File: src/rtl/immgen_pipe_if.sv
// Bus bundle for the immediate generator: producer-side payload handshake,
// consumer-side result handshake, and the synchronous flush strobe.
//
// Handshake: a transfer happens on a rising clk edge where valid and ready
// are both high. A source holds valid and its payload stable until the
// transfer; ready may change freely and never depends combinationally on
// valid of the same interface.
interface immgen_pipe_if #(
   parameter int XLEN  = 32,
   parameter int TAG_W = 8
);
   logic              flush;
   logic              in_valid;
   logic              in_ready;
   logic [2:0]        in_sel;
   logic [24:0]       in_inst;
   logic [TAG_W-1:0]  in_tag;
   logic              out_valid;
   logic              out_ready;
   logic [XLEN-1:0]   out_imm;
   logic [TAG_W-1:0]  out_tag;
   logic              out_illegal;

   // Drives payload and consumer ready (decode front / bench side).
   modport master (
      output flush, in_valid, in_sel, in_inst, in_tag, out_ready,
      input  in_ready, out_valid, out_imm, out_tag, out_illegal
   );

   // The immediate generator itself.
   modport slave (
      input  flush, in_valid, in_sel, in_inst, in_tag, out_ready,
      output in_ready, out_valid, out_imm, out_tag, out_illegal
   );
endinterface

File: src/rtl/immgen_pipe.sv
// Registered immediate generator: decodes the immediate at push time and
// queues it in a 2-entry elastic buffer so in_ready comes from flops only.
module immgen_pipe #(
   parameter int XLEN  = 32,
   parameter int TAG_W = 8
) (
   input  logic          clk,
   input  logic          rst,
   immgen_pipe_if.slave  bus
);

   generate
      if (XLEN != 32 && XLEN != 64) begin : g_bad_xlen
         $error("immgen_pipe: XLEN must be 32 or 64");
      end
   endgenerate

   localparam logic [2:0] SEL_I  = 3'd0;
   localparam logic [2:0] SEL_S  = 3'd1;
   localparam logic [2:0] SEL_B  = 3'd2;
   localparam logic [2:0] SEL_U  = 3'd3;
   localparam logic [2:0] SEL_J  = 3'd4;
   localparam logic [2:0] SEL_Z  = 3'd5;
   localparam logic [2:0] SEL_SH = 3'd6;

   // Port bit k holds instruction bit k+7.
   logic [24:0] p;
   assign p = bus.in_inst;

   // Raw fields as signed values so a width cast sign-extends them.
   logic signed [11:0] i_val;
   logic signed [11:0] s_val;
   logic signed [12:0] b_val;
   logic signed [31:0] u_val;
   logic signed [20:0] j_val;

   assign i_val = p[24:13];
   assign s_val = {p[24:18], p[4:0]};
   assign b_val = {p[24], p[0], p[23:18], p[4:1], 1'b0};
   assign u_val = {p[24:5], 12'b0};
   assign j_val = {p[24], p[12:5], p[13], p[23:14], 1'b0};

   logic [XLEN-1:0] new_imm;
   logic            new_illegal;

   // Format decode of the incoming payload.
   always_comb begin
      new_imm     = '0;
      new_illegal = 1'b0;
      case (bus.in_sel)
         SEL_I:  new_imm = XLEN'(i_val);
         SEL_S:  new_imm = XLEN'(s_val);
         SEL_B:  new_imm = XLEN'(b_val);
         SEL_U:  new_imm = XLEN'(u_val);
         SEL_J:  new_imm = XLEN'(j_val);
         SEL_Z:  new_imm = XLEN'(p[12:8]);
         SEL_SH: begin
            if (XLEN == 64) begin
               new_imm = XLEN'(p[18:13]);
            end else begin
               new_imm     = XLEN'(p[17:13]);
               new_illegal = p[18];
            end
         end
         default: begin
            new_imm     = '0;
            new_illegal = 1'b1;
         end
      endcase
   end

   logic [XLEN-1:0]  mem_imm [2];
   logic [TAG_W-1:0] mem_tag [2];
   logic             mem_ill [2];
   logic             head;
   logic             tail;
   logic [1:0]       count;
   logic             push;
   logic             pop;

   assign bus.in_ready    = (count != 2'd2);
   assign bus.out_valid   = (count != 2'd0);
   assign push            = bus.in_valid & bus.in_ready;
   assign pop             = bus.out_valid & bus.out_ready;
   assign bus.out_imm     = mem_imm[head];
   assign bus.out_tag     = mem_tag[head];
   assign bus.out_illegal = mem_ill[head];

   // FIFO pointers, occupancy and storage; flush empties without clearing data.
   always_ff @(posedge clk) begin
      if (rst) begin
         head  <= 1'b0;
         tail  <= 1'b0;
         count <= 2'd0;
         for (int i = 0; i < 2; i++) begin
            mem_imm[i] <= '0;
            mem_tag[i] <= '0;
            mem_ill[i] <= 1'b0;
         end
      end else if (bus.flush) begin
         head  <= 1'b0;
         tail  <= 1'b0;
         count <= 2'd0;
      end else begin
         if (push) begin
            mem_imm[tail] <= new_imm;
            mem_tag[tail] <= bus.in_tag;
            mem_ill[tail] <= new_illegal;
            tail          <= ~tail;
         end
         if (pop) begin
            head <= ~head;
         end
         count <= count + 2'(push) - 2'(pop);
      end
   end

endmodule

File: src/flat_wrapper.sv
// flat-port wrapper written by rule: the top's interface ports become plain ports
module immgen_pipe_flat 
#(
   parameter int XLEN  = 32,
   parameter int TAG_W = 8
)
  (clk, rst, bus_flush, bus_in_valid, bus_in_sel, bus_in_inst, bus_in_tag, bus_out_ready, bus_in_ready, bus_out_valid, bus_out_imm, bus_out_tag, bus_out_illegal);
  immgen_pipe_if #(.XLEN(XLEN), .TAG_W(TAG_W)) bus_i ();
  input  logic clk;
  input  logic rst;
  input wire logic [$bits(bus_i.flush)-1:0] bus_flush;
  input wire logic [$bits(bus_i.in_valid)-1:0] bus_in_valid;
  input wire logic [$bits(bus_i.in_sel)-1:0] bus_in_sel;
  input wire logic [$bits(bus_i.in_inst)-1:0] bus_in_inst;
  input wire logic [$bits(bus_i.in_tag)-1:0] bus_in_tag;
  input wire logic [$bits(bus_i.out_ready)-1:0] bus_out_ready;
  output wire logic [$bits(bus_i.in_ready)-1:0] bus_in_ready;
  output wire logic [$bits(bus_i.out_valid)-1:0] bus_out_valid;
  output wire logic [$bits(bus_i.out_imm)-1:0] bus_out_imm;
  output wire logic [$bits(bus_i.out_tag)-1:0] bus_out_tag;
  output wire logic [$bits(bus_i.out_illegal)-1:0] bus_out_illegal;
  assign bus_i.flush = bus_flush;
  assign bus_i.in_valid = bus_in_valid;
  assign bus_i.in_sel = bus_in_sel;
  assign bus_i.in_inst = bus_in_inst;
  assign bus_i.in_tag = bus_in_tag;
  assign bus_i.out_ready = bus_out_ready;
  assign bus_in_ready = bus_i.in_ready;
  assign bus_out_valid = bus_i.out_valid;
  assign bus_out_imm = bus_i.out_imm;
  assign bus_out_tag = bus_i.out_tag;
  assign bus_out_illegal = bus_i.out_illegal;
  immgen_pipe #(.XLEN(XLEN), .TAG_W(TAG_W)) u_core (.clk(clk), .rst(rst), .bus(bus_i));
endmodule
File: config.mk
export PLATFORM = sky130hd
export DESIGN_NAME = immgen_pipe_flat
export DESIGN_NICKNAME = d
export VERILOG_FILES = /design/src/rtl/immgen_pipe_if.sv /design/src/rtl/immgen_pipe.sv /design/src/flat_wrapper.sv
export SDC_FILE = /design/constraint.sdc
export NUM_CORES = 1
export LEC_CHECK = 0
export ABC_CLOCK_PERIOD_IN_PS = 2500
export BUFFER_PORTS_ARGS = -buffer_cell sky130_fd_sc_hd__buf_2
export CAP_MARGIN = 20
export CORE_MARGIN = 5
export CORE_UTILIZATION = 55
export CTS_CLUSTER_SIZE = 24
export DETAILED_ROUTE_END_ITERATION = 6
export PLACE_DENSITY = 0.79
export RECOVER_POWER = 100
export SETUP_SLACK_MARGIN = 0.1
export SLEW_MARGIN = 20
export SYNTH_ARGS = -nofsm -noshare
export SYNTH_HDL_FRONTEND = slang
export SYNTH_SLANG_ARGS = --single-unit
File: constraint.sdc
create_clock -name clk -period 2.5 [get_ports clk]
set_input_delay 0 -clock clk [delete_from_list [all_inputs] [get_ports clk]]
set_output_delay 0 -clock clk [all_outputs]
set_load 0.005 [all_outputs]
==> results.py <==
metrics = {
    "layout": {
        "num_antenna_cells": 0,
        "seqCellArea_um2": 2564,
        "fillCellCount": 611,
        "multi_input_area_um2": 1562,
        "fin_nets": 479,
        "synthToLayoutAreaGrowth_pct": 16.83,
        "final_layout_size_suffix_gt1_frac": 0.2971,
    },
    "route": {
        "wl_per_cell_um": 17.43,
        "vias": 3093,
        "drtIter0Drc": 215,
        "routed_via_density": 5.696,
        "postRouteAntennaNets": 0,
        "first_pass_iters": 4,
        "routed_wirelength_um": 9466,
        "drc": 0,
    },
    "setup_path": {
        "crit_fanout": 41,
        "path_delay_family": "buffers and inverters",
        "setup.worst_path.class": "flip-flop to flip-flop",
        "max_stage_delay_ns": 0.70,
        "slowest_stage": "clkbuf_2",
        "path_cells": "nor2b_1 > clkinv_1 > nand4b_1 > clkbuf_2 > nor3b_1",
        "worst_setup_path_end_kind": "flip-flop",
        "path_buf_inv": 2,
        "cp_data_required_time_ns": 2.57,
        "start_kind": "flip-flop",
        "crit_arrival_ns": 2.15,
    },
    "floorplan": {
        "start_util": 0.5630,
        "die_y_um": 98.71,
        "num_rows": 32,
        "ioPinCount": 84,
        "die-area_um2": 9743,
        "die_w_um": 98.71,
        "fp.coreArea_um2": 7687,
    },
    "timing": {
        "fmax_ghz": 0.4802,
        "period_needed_ns": 2.082,
        "hold_viol": 0,
        "worst_pin_slew_ns": 0.8929,
        "setup_ws_ns": 0.4175,
        "finalClockSkew_ns": 0.01009,
        "slew_viol_final": 0,
        "finalSetupViolCount": 0,
        "period_share": 0.8330,
        "relSlewSlack": 0.4047,
        "rsz0062_at_grt": "false",
        "tns_ns": 0,
    },
    "global_route": {
        "grt_pass1_wl_um": 14790,
        "grt_start_max_net_pins": 42,
        "grt_overflow": 0,
        "grt_use_total": 0.1933,
        "antenna_found_initial": 0,
        "grt_pass1_vias": 2995,
    },
    "yosys": {
        "synth_compound_area_frac": 0.1125,
        "syn_inst": 352,
        "yosys.area_share.simple": 0.1154,
        "synth-seq-area-share": 0.5921,
        "yosys_warnings": 0,
        "synth_top_family_by_area": "multiplexers",
        "synth_area_um2": 4328,
        "syn_avg_cell_area_um2": 12.30,
        "synth_edf_count": 82,
        "synthAdderAreaFrac": 0.008384,
        "ys_top_cells_by_area": "edfxtp_1 57%, mux2_2 11%, a21oi_1 5.6%",
        "synth_top_area_frac": 0.5690,
        "synthXorXnorAreaFrac": 0.006071,
        "yosys.area.top_type": "edfxtp_1",
        "yosys-top-cells-count": "82 x edfxtp_1, 48 x a21oi_1, 42 x mux2_2, 27 x nor2_1, 20 x a21o_1",
        "ys_ff_latch": 87,
        "ys_types": 40,
        "synthMuxAreaShare": 0.1185,
        "synth_nets": 395,
        "ys_async_sr_fraction": 0,
        "ys.flop_type": "edfxtp_1",
        "synth_most_common_cell": "edfxtp_1",
    },
    "placed_design": {
        "place_hpwl_um": 6067,
        "io_buffers": 83,
        "pre_cts_ws_ns": 0.7961,
        "gp_congestion": 0.7723,
    },
    "power": {
        "p_leak_uw": 0.001961,
        "p_total_uw": 3048,
        "ir_worst_vdd_v": 0.0002481,
        "cellPowerDensity_nw_per_um2": 602.9,
    },
    "clocking": {
        "numCtsBuffers": 9,
        "cts-root-buf": "clkbuf_8",
        "clock_path_buffers": 2,
        "cts.clk_slew.worst_paths_ns": 0.09,
        "htree_num_levels": 3,
        "post_cts_buffers": 0,
        "clk_latency_ns": 0.36,
        "cts_tree": "yes",
        "ctsHoldBuffers": 11,
        "cts.sinks": 87,
        "cts_resized": 0,
    },
    "outcome": {
        "status": "finished, final reports clean",
    },
    "flow_run": {
        "maxCapViolCount": 0,
    },
    "min_path": {
        "hold_class": "input port to flip-flop",
    },
}
==> power by group <==
part	leakage [uW]	switching (uW)	total (uW)	internal [uW]
registers	0.000894	24.9	1690	1660
clock network	0.0000972	522	985	464
logic	0.000970	205	373	168
==> worst register-to-register path: cells and delay by family, from the launching register on <==
kind / cells / cell delay [ns]
buffers and inverters: 2 / 0.86
AND/OR/NAND/NOR: 3 / 0.56
flip-flops: 1 / 0.38
==> worst paths after layout <==
kind | start | to | slack [ns] | cells after the start
worst max-delay path | u_core.count[1] | u_core.mem_imm[0][10] | 0.42 | 5
worst min-delay path | bus_in_inst[22] | u_core.mem_imm[0][9] | 0.04 | 2
worst max register to register | u_core.count[1] | u_core.mem_imm[0][10] | 0.42 | 5
worst min register to register | u_core.tail | u_core.tail | 0.51 | 2
==> layout make-up <==
cell class / instances / area share
Tap cell: 102 / 0.02524
Multi-Input combinational cell: 224 / 0.3088
Sequential cell: 87 / 0.5071
Clock inverter: 7 / 0.01435
Inverter: 12 / 0.008909
Clock buffer: 9 / 0.02450
Timing Repair Buffer: 102 / 0.1111
==> metrics by stage <==
step / hold WS, ns / utilization / std cells / instance area [um2]
final: 0.04383 / 0.6577 / 543 / 5056
after global routing: 0.02316 / 0.6577 / 543 / 5056
after CTS: 0.03688 / 0.6647 / 543 / 5110
after detailed placement: 0.1970 / 0.6248 / 516 / 4803
after global placement: 0.1960 / 0.6248 / 516 / 4803
after floorplan: 0.07679 / - / 352 / 4328
==> flip-flops by register name, summed over array words and instances (netlist names), named ones only <==
signal / count
u_core.mem_imm: 64
u_core.tail: 1
u_core.mem_tag: 16
u_core.count: 2
u_core.mem_ill: 2
u_core.head: 1
==> routing by layer <==
layer	track usage	wire length (um)	up-vias
li1	-	-	1472
met1	0.2581	3877	1494
met2	0.3105	4796	118
met3	0.04459	685	9
met4	0.07143	106	0
met5	0	0	-
==> cells in the final DEF (no fill, tap or decap), drive strengths merged, types with 2 or more instances in the layout <==
cell type	instances
nor3b	13
buf	68
nand2b	5
clkinv	5
dfxtp	5
a211oi	2
dlygate4sd3	11
inv	12
ha	2
clkbuf	32
a21oi	48
nand2	16
mux2	42
nor2	27
o21ai	3
nand3	7
nand3b	12
a211o	4
edfxtp	82
and2	2
xnor2	3
a21o	20
mux2i	4
nor3	2
==> cells by family (layout without fill, tap and decap cells) <==
logic type | after synthesis | count (layout)
simple gates | 91 | 91
compound gates | 81 | 81
flops | 87 | 87
mux | 46 | 46
fa+ha+maj | 3 | 3
xor+xnor | 3 | 3
buf+inv | 41 | 130
Power figures use the tool's default switching activity.
